`src/rtl/mem_master.sv`:
```
// Datapath-to-memory load/store master with sub-word extraction, read-modify-write and error reporting.
// Latency: error 1 cycle, load or word store WAIT_CYCLES+1, sub-word store 2*WAIT_CYCLES+1; one request in flight.
module mem_master #(
  parameter int unsigned WAIT_CYCLES = 1
) (
  input  logic        clk,
  input  logic        rst_n,
  input  logic        req_valid,
  output logic        req_ready,
  input  logic        req_we,
  input  logic [1:0]  req_size,
  input  logic        req_signed,
  input  logic [31:0] req_addr,
  input  logic [31:0] req_wdata,
  output logic        resp_valid,
  output logic [31:0] resp_rdata,
  output logic        resp_err,
  output logic        MemRd,
  output logic        MemWr,
  output logic [31:0] Addr,
  output logic [31:0] W_data,
  input  logic [31:0] R_data
);

  typedef enum logic [1:0] {IDLE, READ, WRITE, RESP} state_e;

  localparam logic [3:0] LAST_CNT = 4'(WAIT_CYCLES - 1);

  state_e      state_q, state_d;
  logic [3:0]  cnt_q, cnt_d;
  logic        we_q, we_d;
  logic [1:0]  size_q, size_d;
  logic        signed_q, signed_d;
  logic [31:0] addr_q, addr_d;
  logic [31:0] data_q, data_d;
  logic [31:0] rdata_q, rdata_d;
  logic        err_q, err_d;
  logic        req_bad;
  logic        phase_done;

  function automatic logic [31:0] extend_load(input logic [31:0] word, input logic [1:0] off,
                                              input logic [1:0] size, input logic sgn);
    logic [7:0]  b;
    logic [15:0] h;
    logic [31:0] res;
    b = word[{off, 3'b000} +: 8];
    h = off[1] ? word[31:16] : word[15:0];
    case (size)
      2'b00:   res = {{24{sgn & b[7]}}, b};
      2'b01:   res = {{16{sgn & h[15]}}, h};
      default: res = word;
    endcase
    return res;
  endfunction

  function automatic logic [31:0] merge_store(input logic [31:0] word, input logic [1:0] off,
                                              input logic [1:0] size, input logic [31:0] wd);
    logic [31:0] res;
    res = word;
    if (size == 2'b00) res[{off, 3'b000} +: 8] = wd[7:0];
    else               res[{off[1], 4'b0000} +: 16] = wd[15:0];
    return res;
  endfunction

  assign req_bad = (req_size == 2'b11) ||
                   (req_size == 2'b01 && req_addr[0]) ||
                   (req_size == 2'b10 && req_addr[1:0] != 2'b00);
  assign phase_done = (cnt_q == LAST_CNT);

  always_comb begin
    state_d  = state_q;
    cnt_d    = cnt_q;
    we_d     = we_q;
    size_d   = size_q;
    signed_d = signed_q;
    addr_d   = addr_q;
    data_d   = data_q;
    rdata_d  = rdata_q;
    err_d    = err_q;
    case (state_q)
      IDLE: begin
        if (req_valid) begin
          we_d     = req_we;
          size_d   = req_size;
          signed_d = req_signed;
          addr_d   = req_addr;
          data_d   = req_wdata;
          rdata_d  = '0;
          err_d    = req_bad;
          cnt_d    = '0;
          if (req_bad)                          state_d = RESP;
          else if (req_we && req_size == 2'b10) state_d = WRITE;
          else                                  state_d = READ;
        end
      end
      READ: begin
        if (phase_done) begin
          cnt_d = '0;
          // Sub-word stores reuse the read phase to fetch the word they patch.
          if (we_q) begin
            data_d  = merge_store(R_data, addr_q[1:0], size_q, data_q);
            state_d = WRITE;
          end else begin
            rdata_d = extend_load(R_data, addr_q[1:0], size_q, signed_q);
            state_d = RESP;
          end
        end else begin
          cnt_d = cnt_q + 4'd1;
        end
      end
      WRITE: begin
        if (phase_done) begin
          cnt_d   = '0;
          state_d = RESP;
        end else begin
          cnt_d = cnt_q + 4'd1;
        end
      end
      default: state_d = IDLE;
    endcase
  end

  always_ff @(posedge clk or negedge rst_n) begin
    if (!rst_n) begin
      state_q  <= IDLE;
      cnt_q    <= '0;
      we_q     <= 1'b0;
      size_q   <= '0;
      signed_q <= 1'b0;
      addr_q   <= '0;
      data_q   <= '0;
      rdata_q  <= '0;
      err_q    <= 1'b0;
    end else begin
      state_q  <= state_d;
      cnt_q    <= cnt_d;
      we_q     <= we_d;
      size_q   <= size_d;
      signed_q <= signed_d;
      addr_q   <= addr_d;
      data_q   <= data_d;
      rdata_q  <= rdata_d;
      err_q    <= err_d;
    end
  end

  // Strobes decode straight from state so a reset drops them without waiting for a clock.
  assign req_ready  = (state_q == IDLE);
  assign MemRd      = (state_q == READ);
  assign MemWr      = (state_q == WRITE);
  assign Addr       = (MemRd || MemWr) ? {addr_q[31:2], 2'b00} : 32'd0;
  assign W_data     = MemWr ? data_q : 32'd0;
  assign resp_valid = (state_q == RESP);
  assign resp_rdata = resp_valid ? rdata_q : 32'd0;
  assign resp_err   = resp_valid & err_q;

endmodule

```
`config.mk`:
```
export PLATFORM = sky130hd
export DESIGN_NAME = mem_master
export DESIGN_NICKNAME = d
export VERILOG_FILES = /design/src/rtl/mem_master.sv
export SDC_FILE = /design/constraint.sdc
export NUM_CORES = 1
export LEC_CHECK = 0
export CELL_PAD_IN_SITES_DETAIL_PLACEMENT = 2
export CELL_PAD_IN_SITES_GLOBAL_PLACEMENT = 2
export CORE_ASPECT_RATIO = 2
export CORE_MARGIN = 2
export CORE_UTILIZATION = 30
export DETAILED_ROUTE_END_ITERATION = 10
export GPL_TIMING_DRIVEN = 0
export PLACE_DENSITY = 0.84
export SYNTH_ARGS = -nofsm -noshare
export SYNTH_HDL_FRONTEND = slang
export SYNTH_SLANG_ARGS = --single-unit
```
`constraint.sdc`:
```
create_clock -name clk -period 3.3 [get_ports clk]
set_clock_uncertainty 0.15 [all_clocks]
set_input_delay 0.66 -clock clk [delete_from_list [all_inputs] [get_ports clk]]
set_output_delay 0.66 -clock clk [all_outputs]
set_load 0.03 [all_outputs]
```
==> results of run 1 <==
## registers in the layout, indices dropped and copies added, names as in the netlist
name	cells
signed_q	1
data_q	32
cnt_q	4
state_q	2
addr_q	32
size_q	2
rdata_q	32
err_q	1
we_q	1
## stage by stage
step / instance area [um^2] / setup slack (ns) / util / TNS (ns)
6_report: 8960 / 0.106 / 0.440 / 0
5_1_grt: 8960 / 0.000852 / 0.440 / 0
4_1_cts: 8870 / 0.00120 / 0.435 / 0
3_5_place_dp: 8600 / 0.0628 / 0.422 / 0
3_3_place_gp: 8570 / -3.12 / 0.421 / -332.25
2_1_floorplan: 6220 / 0.849 / - / 0
## worst max-delay path, delay by kind of cell, from the launching register on
family                   cells  cell delay (ns)
AND/OR/NAND/NOR              1             0.16
adder cells (fa/ha/maj)      1             0.33
flip-flops                   1             0.42
buffers and inverters        3             1.10
## power breakdown
group          total, mW  internal [mW]  leakage (nW)  switching [mW]
clock network       1.02          0.510         0.125           0.512
logic               5.89           2.44          2.80            3.45
registers           2.35           1.92          1.31           0.430
## area by class of cell
class                      count  area, um^2  area share
antenna                        1        2.50    0.000279
buffer                        49         246      0.0275
clock buffer                  11         233      0.0260
clock inverter                 5        30.0     0.00335
inverter                      21        78.8     0.00879
multi-input combinational    440        3240       0.362
sequential                   107        2680       0.299
tap                          266         333      0.0371
timing repair buffer         202        2120       0.237
## placed cells by master (no fill, tap or decap), drive strengths merged, types with 2 or more instances in the layout
master,n
a221oi,23
inv,21
o31ai,4
conb,2
dlymetal6s2s,34
nor3b,2
a21oi,21
dlygate4sd2,3
clkinv,3
clkinvlp,2
nand2,18
mux2,63
a22o,10
nor2,21
and3,2
dfrtp,107
nor4,4
or3b,2
buf,21
a21o,2
ha,11
nor4bb,2
a2bb2oi,5
mux2i,5
nand2b,3
a222oi,6
o21ai,20
clkbuf,41
a211oi,3
and2,95
nor3,5
nor2b,11
o22ai,5
a31oi,4
clkdlybuf4s50,163
a31o,9
nand3,59
a22oi,11
## cell families after synthesis
group	Yosys count
AOI/OAI and AO/OA	130
adders and majority gates	11
buffers and inverters	71
muxes	68
DFF	107
and+or+nand+nor	229
other	1
## worst max-delay path by stage
stage                           from              to  slack (ns)
after floorplan           state_q[1]       data_q[0]        0.85
after global placement         rst_n      data_q[26]       -3.12
after detailed placement  state_q[0]  resp_rdata[18]        0.06
after CTS                 state_q[0]         Addr[5]       0.001
after global routing      state_q[0]      W_data[27]      0.0009
final                     state_q[0]      W_data[27]        0.11
## per-layer routing
metal / up-vias / track usage / share of wire
li1: 2633 / - / -
met4: 0 / 0.116 / 0.041
met5: - / 0 / 0
met2: 192 / 0.476 / 0.58
met1: 2973 / 0.231 / 0.33
met3: 39 / 0.0471 / 0.050
==> results.py, run 1 <==
metrics = {
    "place": {
        "portBuffers": 201,
        "finalWeightedCongestion": 0.893,
        "dp_hpwl_um": 21000,
        "dp_cells": 1086,
    },
    "cells_and_area": {
        "n_fill_cell": 2164,
        "areaGrowthSynthToFinish_pct": 44.1,
        "fin_cells": 1102,
        "finalNetCount": 944,
        "drive_gt1_frac": 0.153,
    },
    "min_path": {
        "hold_class": "in2async",
    },
    "die": {
        "rows": 74,
        "die_y_um": 208,
        "die_w_um": 106,
        "io_pins": 204,
        "dieArea_um2": 22000,
        "start_util": 0.305,
        "core_um2": 20400,
    },
    "critical_path": {
        "rrSetupSlack_ns": 0.11,
        "endpoint_kind": "primary output",
        "slowest_stage": "clkdlybuf4s50_1",
        "reg2reg_to": "data_q[15]",
        "cp_slowest_stage_delay_ns": 0.68,
        "critPathKind": "reg2out",
        "cp.arrival_ns": 2.38,
        "rr_startpoint": "state_q[1]",
        "crit_path_start_kind": "flip-flop",
        "rr_worst_depth": 9,
        "cp_max_fo": 10,
        "crit_required_ns": 2.49,
        "path_cells": "inv_1 > ha_2 > clkbuf_2 > and2_1 > clkdlybuf4s50_1",
    },
    "yosys": {
        "yosys.area.top_type": "dfrtp_1",
        "synth.most_common_cell": "dfrtp_1",
        "synth_commonest_cells": "dfrtp_1, and2_1, mux2_2",
        "ys_warn_count": 0,
        "yosysUniqueCellTypes": 57,
        "ys_seq_elements": 107,
        "synth_top_area_share": 0.430,
        "synth_top_family_by_area": "simple AND/OR/NAND/NOR gates",
        "async_flop_share": 1.00,
        "syn_inst": 617,
        "yosys.area_share.simple": 0.211,
        "synth-xor-area-share": 0,
        "synth_edf_count": 0,
        "yosys_most_used_dff": "dfrtp_1",
        "synthAdderAreaFrac": 0.0221,
        "syn_area_per_cell_um2": 10.1,
        "synth_compound_area_frac": 0.163,
        "synth_area_leaders": "dfrtp_1, mux2_2, and2_1",
        "syn-cell-area_um2": 6220,
        "synth.area.mux_share": 0.122,
        "yosysSeqAreaShare": 0.430,
    },
    "clocking": {
        "postCtsResizedCells": 13,
        "cts.sinks": 107,
        "tritoncts": "built",
        "cts_root_buffer": "clkbuf_16",
        "hold_buffers": 0,
        "clkTransAtPathRegs_ns": 0.08,
        "clockBufferDepth": 2,
        "cts_max_level": 3,
        "cts_setup_buffers": 0,
        "cts_buffers": 9,
        "clock_latency_ns": 0.36,
    },
    "grt": {
        "grt_pass1_wl_um": 40300,
        "grt-ovfl-total": 0,
        "grt_max_degree": 64,
        "grt_pass1_vias": 6788,
        "grt_usage": 0.241,
        "antenna_found_initial": 1,
    },
    "sta": {
        "hold_viol": 0,
        "maxSlewHeadroom": 0.113,
        "worstMarginPinSlew_ns": 1.32,
        "rsz0062_at_grt": "false",
        "fmax_ghz": 0.313,
        "slew_viol_final": 0,
        "finalCritPeriodShare": 0.968,
        "post-route-min-period_ns": 3.19,
        "holdWs_ns": 0.0773,
        "setup_viol": 0,
    },
    "route": {
        "drc": 0,
        "drtPass1Iterations": 4,
        "vias": 5837,
        "wl_um": 25900,
        "avgRoutedWirePerCell_um": 23.5,
        "drtAntennaViolNets": 0,
        "via_per_inst": 5.30,
        "drt_iter0_drc": 166,
    },
    "run": {
        "max_cap_violations": 0,
    },
    "power_and_ir_drop": {
        "total_power_mw": 9.26,
        "pwr_density_cell_nw_per_um2": 1030,
        "irDropWorstVdd_mv": 0.593,
        "power.leakage_nw": 4.24,
    },
    "run_status": {
        "outcome": "finished, final reports clean",
    },
}
No activity file was read; power rests on OpenSTA's default activity.
==> run 2: changes to the inputs <==
CORE_UTILIZATION = 28   (was 30)
PLACE_DENSITY = 0.79   (was 0.84)
clock period = 3.6 ns   (was 3.3 ns; I/O delays follow)
==> run 2 against run 1 <==
Net effect: utilization down 3.5 points; highest routed layer unchanged; setup slack gained 0.045 ns; cell count grew 0.91%; global-route usage down 1.3 points; combinational power down 7.5%; cell area fell by 0.71%; critical path type unchanged; first-iteration DRC count grew 44%; total power fell by 7.4%.
==> results.py, run 2 (synthesis results as in run 1) <==
metrics = {
    "die": {
        "core_um2": 22000,
        "rows": 77,
        "die_w_um": 109,
        "dieArea_um2": 23500,
        "io_pins": 204,
        "start_util": 0.283,
        "die_y_um": 215,
    },
    "critical_path": {
        "crit_required_ns": 2.73,
        "cp.arrival_ns": 2.58,
        "cp_max_fo": 10,
        "crit_path_start_kind": "flip-flop",
        "endpoint_kind": "primary output",
        "critPathKind": "reg2out",
    },
    "power_and_ir_drop": {
        "power.leakage_nw": 3.67,
        "total_power_mw": 8.57,
        "pwr_density_cell_nw_per_um2": 963,
        "irDropWorstVdd_mv": 0.472,
    },
    "route": {
        "drc": 0,
        "avgRoutedWirePerCell_um": 23.6,
        "drt_iter0_drc": 239,
        "wl_um": 26200,
        "drtAntennaViolNets": 0,
        "vias": 5805,
        "via_per_inst": 5.22,
        "drtPass1Iterations": 5,
    },
    "run_status": {
        "outcome": "finished, final reports clean",
    },
    "sta": {
        "setup_ws_ns": 0.152,
        "finalCritPeriodShare": 0.958,
        "worstMarginPinSlew_ns": 1.39,
        "post-route-min-period_ns": 3.45,
        "setup_viol": 0,
        "slew_viol_final": 0,
        "fmax_ghz": 0.290,
        "hold_viol": 0,
        "maxSlewHeadroom": 0.0659,
    },
    "place": {
        "portBuffers": 201,
        "dp_cells": 1096,
        "pre_cts_ws_ns": 0.290,
        "dp_hpwl_um": 21400,
        "finalWeightedCongestion": 0.904,
    },
    "grt": {
        "grt_pass1_wl_um": 39900,
        "grt_usage": 0.228,
        "grt-ovfl-total": 0,
        "grt_max_degree": 79,
        "grt_pass1_vias": 6662,
        "antenna_found_initial": 0,
    },
    "cells_and_area": {
        "fin_cells": 1112,
        "reg.largest.list": "addr_q (32), data_q (32), rdata_q (32)",
        "seq_area_um2": 2680,
        "areaGrowthSynthToFinish_pct": 43.1,
        "final_util": 0.405,
        "multi_input_area_um2": 3240,
        "final_common_cell": "clkdlybuf4s50_1",
        "antennaDiodeCount": 0,
        "drive_gt1_frac": 0.147,
        "n_fill_cell": 2419,
        "finalNetCount": 945,
        "layout_common_cells": "clkdlybuf4s50_1, dfrtp_1, and2_1",
    },
    "clocking": {
        "cts.sinks": 107,
        "clkTransAtPathRegs_ns": 0.07,
        "cts_max_level": 3,
        "cts_setup_buffers": 0,
        "cts_root_buffer": "clkbuf_16",
        "clock_latency_ns": 0.35,
        "cts_buffers": 9,
        "hold_buffers": 0,
        "tritoncts": "built",
        "clockBufferDepth": 2,
    },
    "run": {
        "max_cap_violations": 0,
    },
    "min_path": {
        "hold_class": "in2async",
    },
}
-- run 2: changes by cell type in the layout (fill, tap and decap cells not counted), moves of 3 or more --
| cell | delta |
|---|---|
| clkbuf_1 | +3 |
| clkdlybuf4s50_1 | +37 |
| dlymetal6s2s_1 | -34 |
| dlygate4sd2_1 | -3 |
-- run 2: worst max-delay path, cell delays in order (launching register included) --
cell	delay [ns]
dfrtp_1	0.42
inv_1	0.10
ha_1	0.38
buf_1	0.42
and2_1	0.20
clkdlybuf4s50_1	0.70
-- run 2: per-stage QoR --
stage          hold slack, ns   TNS, ns  instance area (um^2)
6_report               0.0906         0                  8900
5_1_grt                0.0954  -0.00936                  8900
4_1_cts                0.0908         0                  8890
3_5_place_dp            0.323         0                  8610
3_3_place_gp            0.307   -304.30                  8580
2_1_floorplan           0.274         0                  6220
-- run 2: report_power, final --
| part | switching, mW | leakage [nW] | internal (mW) |
|---|---|---|---|
| Combinational | 3.19 | 2.23 | 2.25 |
| Clock | 0.473 | 0.135 | 0.507 |
| Sequential | 0.387 | 1.31 | 1.76 |
| Total | 4.05 | 3.67 | 4.52 |
-- run 2: final cells by class --
class                   instances  area share
plain buffers                  50      0.0270
clock buffers                  12      0.0288
clock inverters                 4     0.00281
inverters                      21     0.00886
multi-input cells             440       0.364
flip-flops and latches        107       0.301
well taps                     276      0.0388
repair buffers                202       0.229
-- run 2: what timing repair did --
action                     CTS  global route
cloned                       0             0
gates resized for setup      2             9
setup endpoints to repair   18            44
-- run 2: path summary, 6_finish.rpt --
| path | from | to | slack [ns] | depth (start not counted) |
|---|---|---|---|---|
| max | state_q[0] | W_data[21] | 0.15 | 5 |
| min | rst_n | addr_q[23] | 0.09 | 1 |
| max reg2reg | state_q[1] | data_q[11] | 0.50 | 9 |
| min reg2reg | err_q | err_q | 0.33 | 2 |
| max in group asynchronous | rst_n | data_q[10] | 2.49 | 2 |
| min in group clk | err_q | err_q | 0.33 | 2 |
-- run 2: per-layer routing --
| layer | share of wire | track usage | routed length, um |
|---|---|---|---|
| met2 | 0.57 | 0.444 | 14900 |
| met3 | 0.056 | 0.0437 | 1480 |
| met4 | 0.051 | 0.117 | 1330 |
| met1 | 0.32 | 0.214 | 8520 |
| met5 | 0 | 0 | 0 |
==> run 3: changes to the inputs <==
CORE_MARGIN = not set   (was 2)
SLEW_MARGIN = 20   (was not set)
==> run 3 against run 2 <==
Net effect: hold slack improved by 0.031 ns; largest power group unchanged; clock power grew 8%; maximum frequency grew 1.2%; via count is 1.5% higher; cell area increased by 0.22%; sequential share of layout area decreased by 0.067 points; cell count shrank 0.36%; setup slack improved by 0.042 ns.
==> results.py, run 3 (synthesis results as in run 1) <==
metrics = {
    "clocking": {
        "cts_max_level": 3,
        "clock_latency_ns": 0.36,
        "cts.sinks": 107,
        "tritoncts": "built",
        "cts_setup_buffers": 0,
        "cts_root_buffer": "clkbuf_16",
        "clkTransAtPathRegs_ns": 0.08,
        "cts_buffers": 9,
        "clockBufferDepth": 2,
    },
    "grt": {
        "antenna_found_initial": 0,
        "grt_usage": 0.236,
        "grt_max_degree": 71,
        "grt-ovfl-total": 0,
        "grt_pass1_vias": 6715,
        "grt_pass1_wl_um": 39700,
    },
    "power_and_ir_drop": {
        "pwr_density_cell_nw_per_um2": 971,
        "irDropWorstVdd_mv": 0.471,
        "total_power_mw": 8.66,
        "power.leakage_nw": 3.69,
    },
    "sta": {
        "finalCritPeriodShare": 0.946,
        "holdWs_ns": 0.121,
        "fmax_ghz": 0.294,
        "maxSlewHeadroom": 0.372,
        "rsz0062_at_grt": "false",
        "slew_viol_final": 0,
        "post-route-min-period_ns": 3.41,
        "setup_viol": 0,
        "hold_viol": 0,
        "setup_ws_ns": 0.194,
        "worstMarginPinSlew_ns": 0.936,
    },
    "route": {
        "wl_um": 26200,
        "drt_iter0_drc": 240,
        "drtPass1Iterations": 4,
        "avgRoutedWirePerCell_um": 23.6,
        "drtAntennaViolNets": 0,
        "via_per_inst": 5.32,
        "vias": 5890,
        "drc": 0,
    },
    "place": {
        "dpl_cell_area_um2": 8610,
        "dp_hpwl_um": 21200,
        "pre_cts_ws_ns": 0.282,
        "finalWeightedCongestion": 0.869,
        "portBuffers": 201,
    },
    "critical_path": {
        "crit_required_ns": 2.73,
        "cp.arrival_ns": 2.54,
        "cp_max_fo": 10,
        "slowest_stage": "clkdlybuf4s50_1",
        "path_cells": "ha_1 > clkbuf_2 > clkbuf_1 > and2_1 > clkdlybuf4s50_1",
        "crit_path_start_kind": "flip-flop",
        "critPathKind": "reg2out",
        "endpoint_kind": "primary output",
        "cp_slowest_stage_delay_ns": 0.70,
    },
    "run": {
        "max_cap_violations": 0,
    },
    "cells_and_area": {
        "finalNetCount": 944,
        "drive_gt1_frac": 0.151,
        "final_common_cell": "clkdlybuf4s50_1",
        "reg.largest.list": "addr_q (32), data_q (32), rdata_q (32)",
        "layout_common_cells": "clkdlybuf4s50_1, dfrtp_1, and2_1",
        "final_cell_area_um2": 8920,
        "antennaDiodeCount": 0,
        "final_util": 0.411,
        "areaGrowthSynthToFinish_pct": 43.4,
    },
    "die": {
        "die_w_um": 107,
        "dieArea_um2": 22900,
        "io_pins": 204,
        "die_y_um": 213,
        "start_util": 0.287,
        "rows": 76,
        "core_um2": 21700,
    },
    "run_status": {
        "outcome": "finished, final reports clean",
    },
    "min_path": {
        "hold_class": "in2async",
    },
}
## run 3: what timing repair did
item / in CTS / in global routing
endpoints found under the setup margin: 31 / 28
hold buffers: 0 / 0
resized for setup: 4 / 4
## run 3: final timing paths
check                           startpoint             end  slack (ns)  depth (start not counted)
worst max-delay path            state_q[0]  resp_rdata[11]        0.19                          5
worst min-delay path                 rst_n      addr_q[22]        0.12                          1
worst max register to register  state_q[1]      data_q[14]        0.44                          9
worst min register to register       err_q           err_q        0.34                          2
max in group asynchronous            rst_n     rdata_q[31]        2.44                          2
min in group clk                     err_q           err_q        0.34                          2
## run 3: through the flow
stage	instances	TNS [ns]
after floorplan	618	0
after global placement	1092	-307.62
after detailed placement	1093	0
after CTS	1109	0
after global routing	1108	0
final	1108	0
## run 3: area by class of cell
type,count,area [um^2]
timing repair buffer,202,2040
tap,273,342
clock inverter,7,73.8
inverter,21,78.8
multi-input combinational,440,3250
buffer,49,236
fill,2405,12800
clock buffer,9,225
sequential,107,2680
## run 3: routing by layer
layer	vias up	track usage	wire, um	share of wire
li1	2634	-	-	-
met1	2968	0.208	8470	0.32
met2	225	0.472	15000	0.57
met3	63	0.0522	1390	0.053
met4	0	0.131	1330	0.051
met5	-	0	0	0
## run 3: power by group
part	total [mW]	internal, mW	switching [mW]
clock network	1.06	0.546	0.518
logic	5.45	2.26	3.19
registers	2.15	1.76	0.387
## run 3: worst max-delay path: cells and delay by family (launching register included)
kind                     cells  cell delay (ns)
flip-flops                   1             0.40
AND/OR/NAND/NOR              1             0.20
adder cells (fa/ha/maj)      1             0.22
buffers and inverters        3             1.35
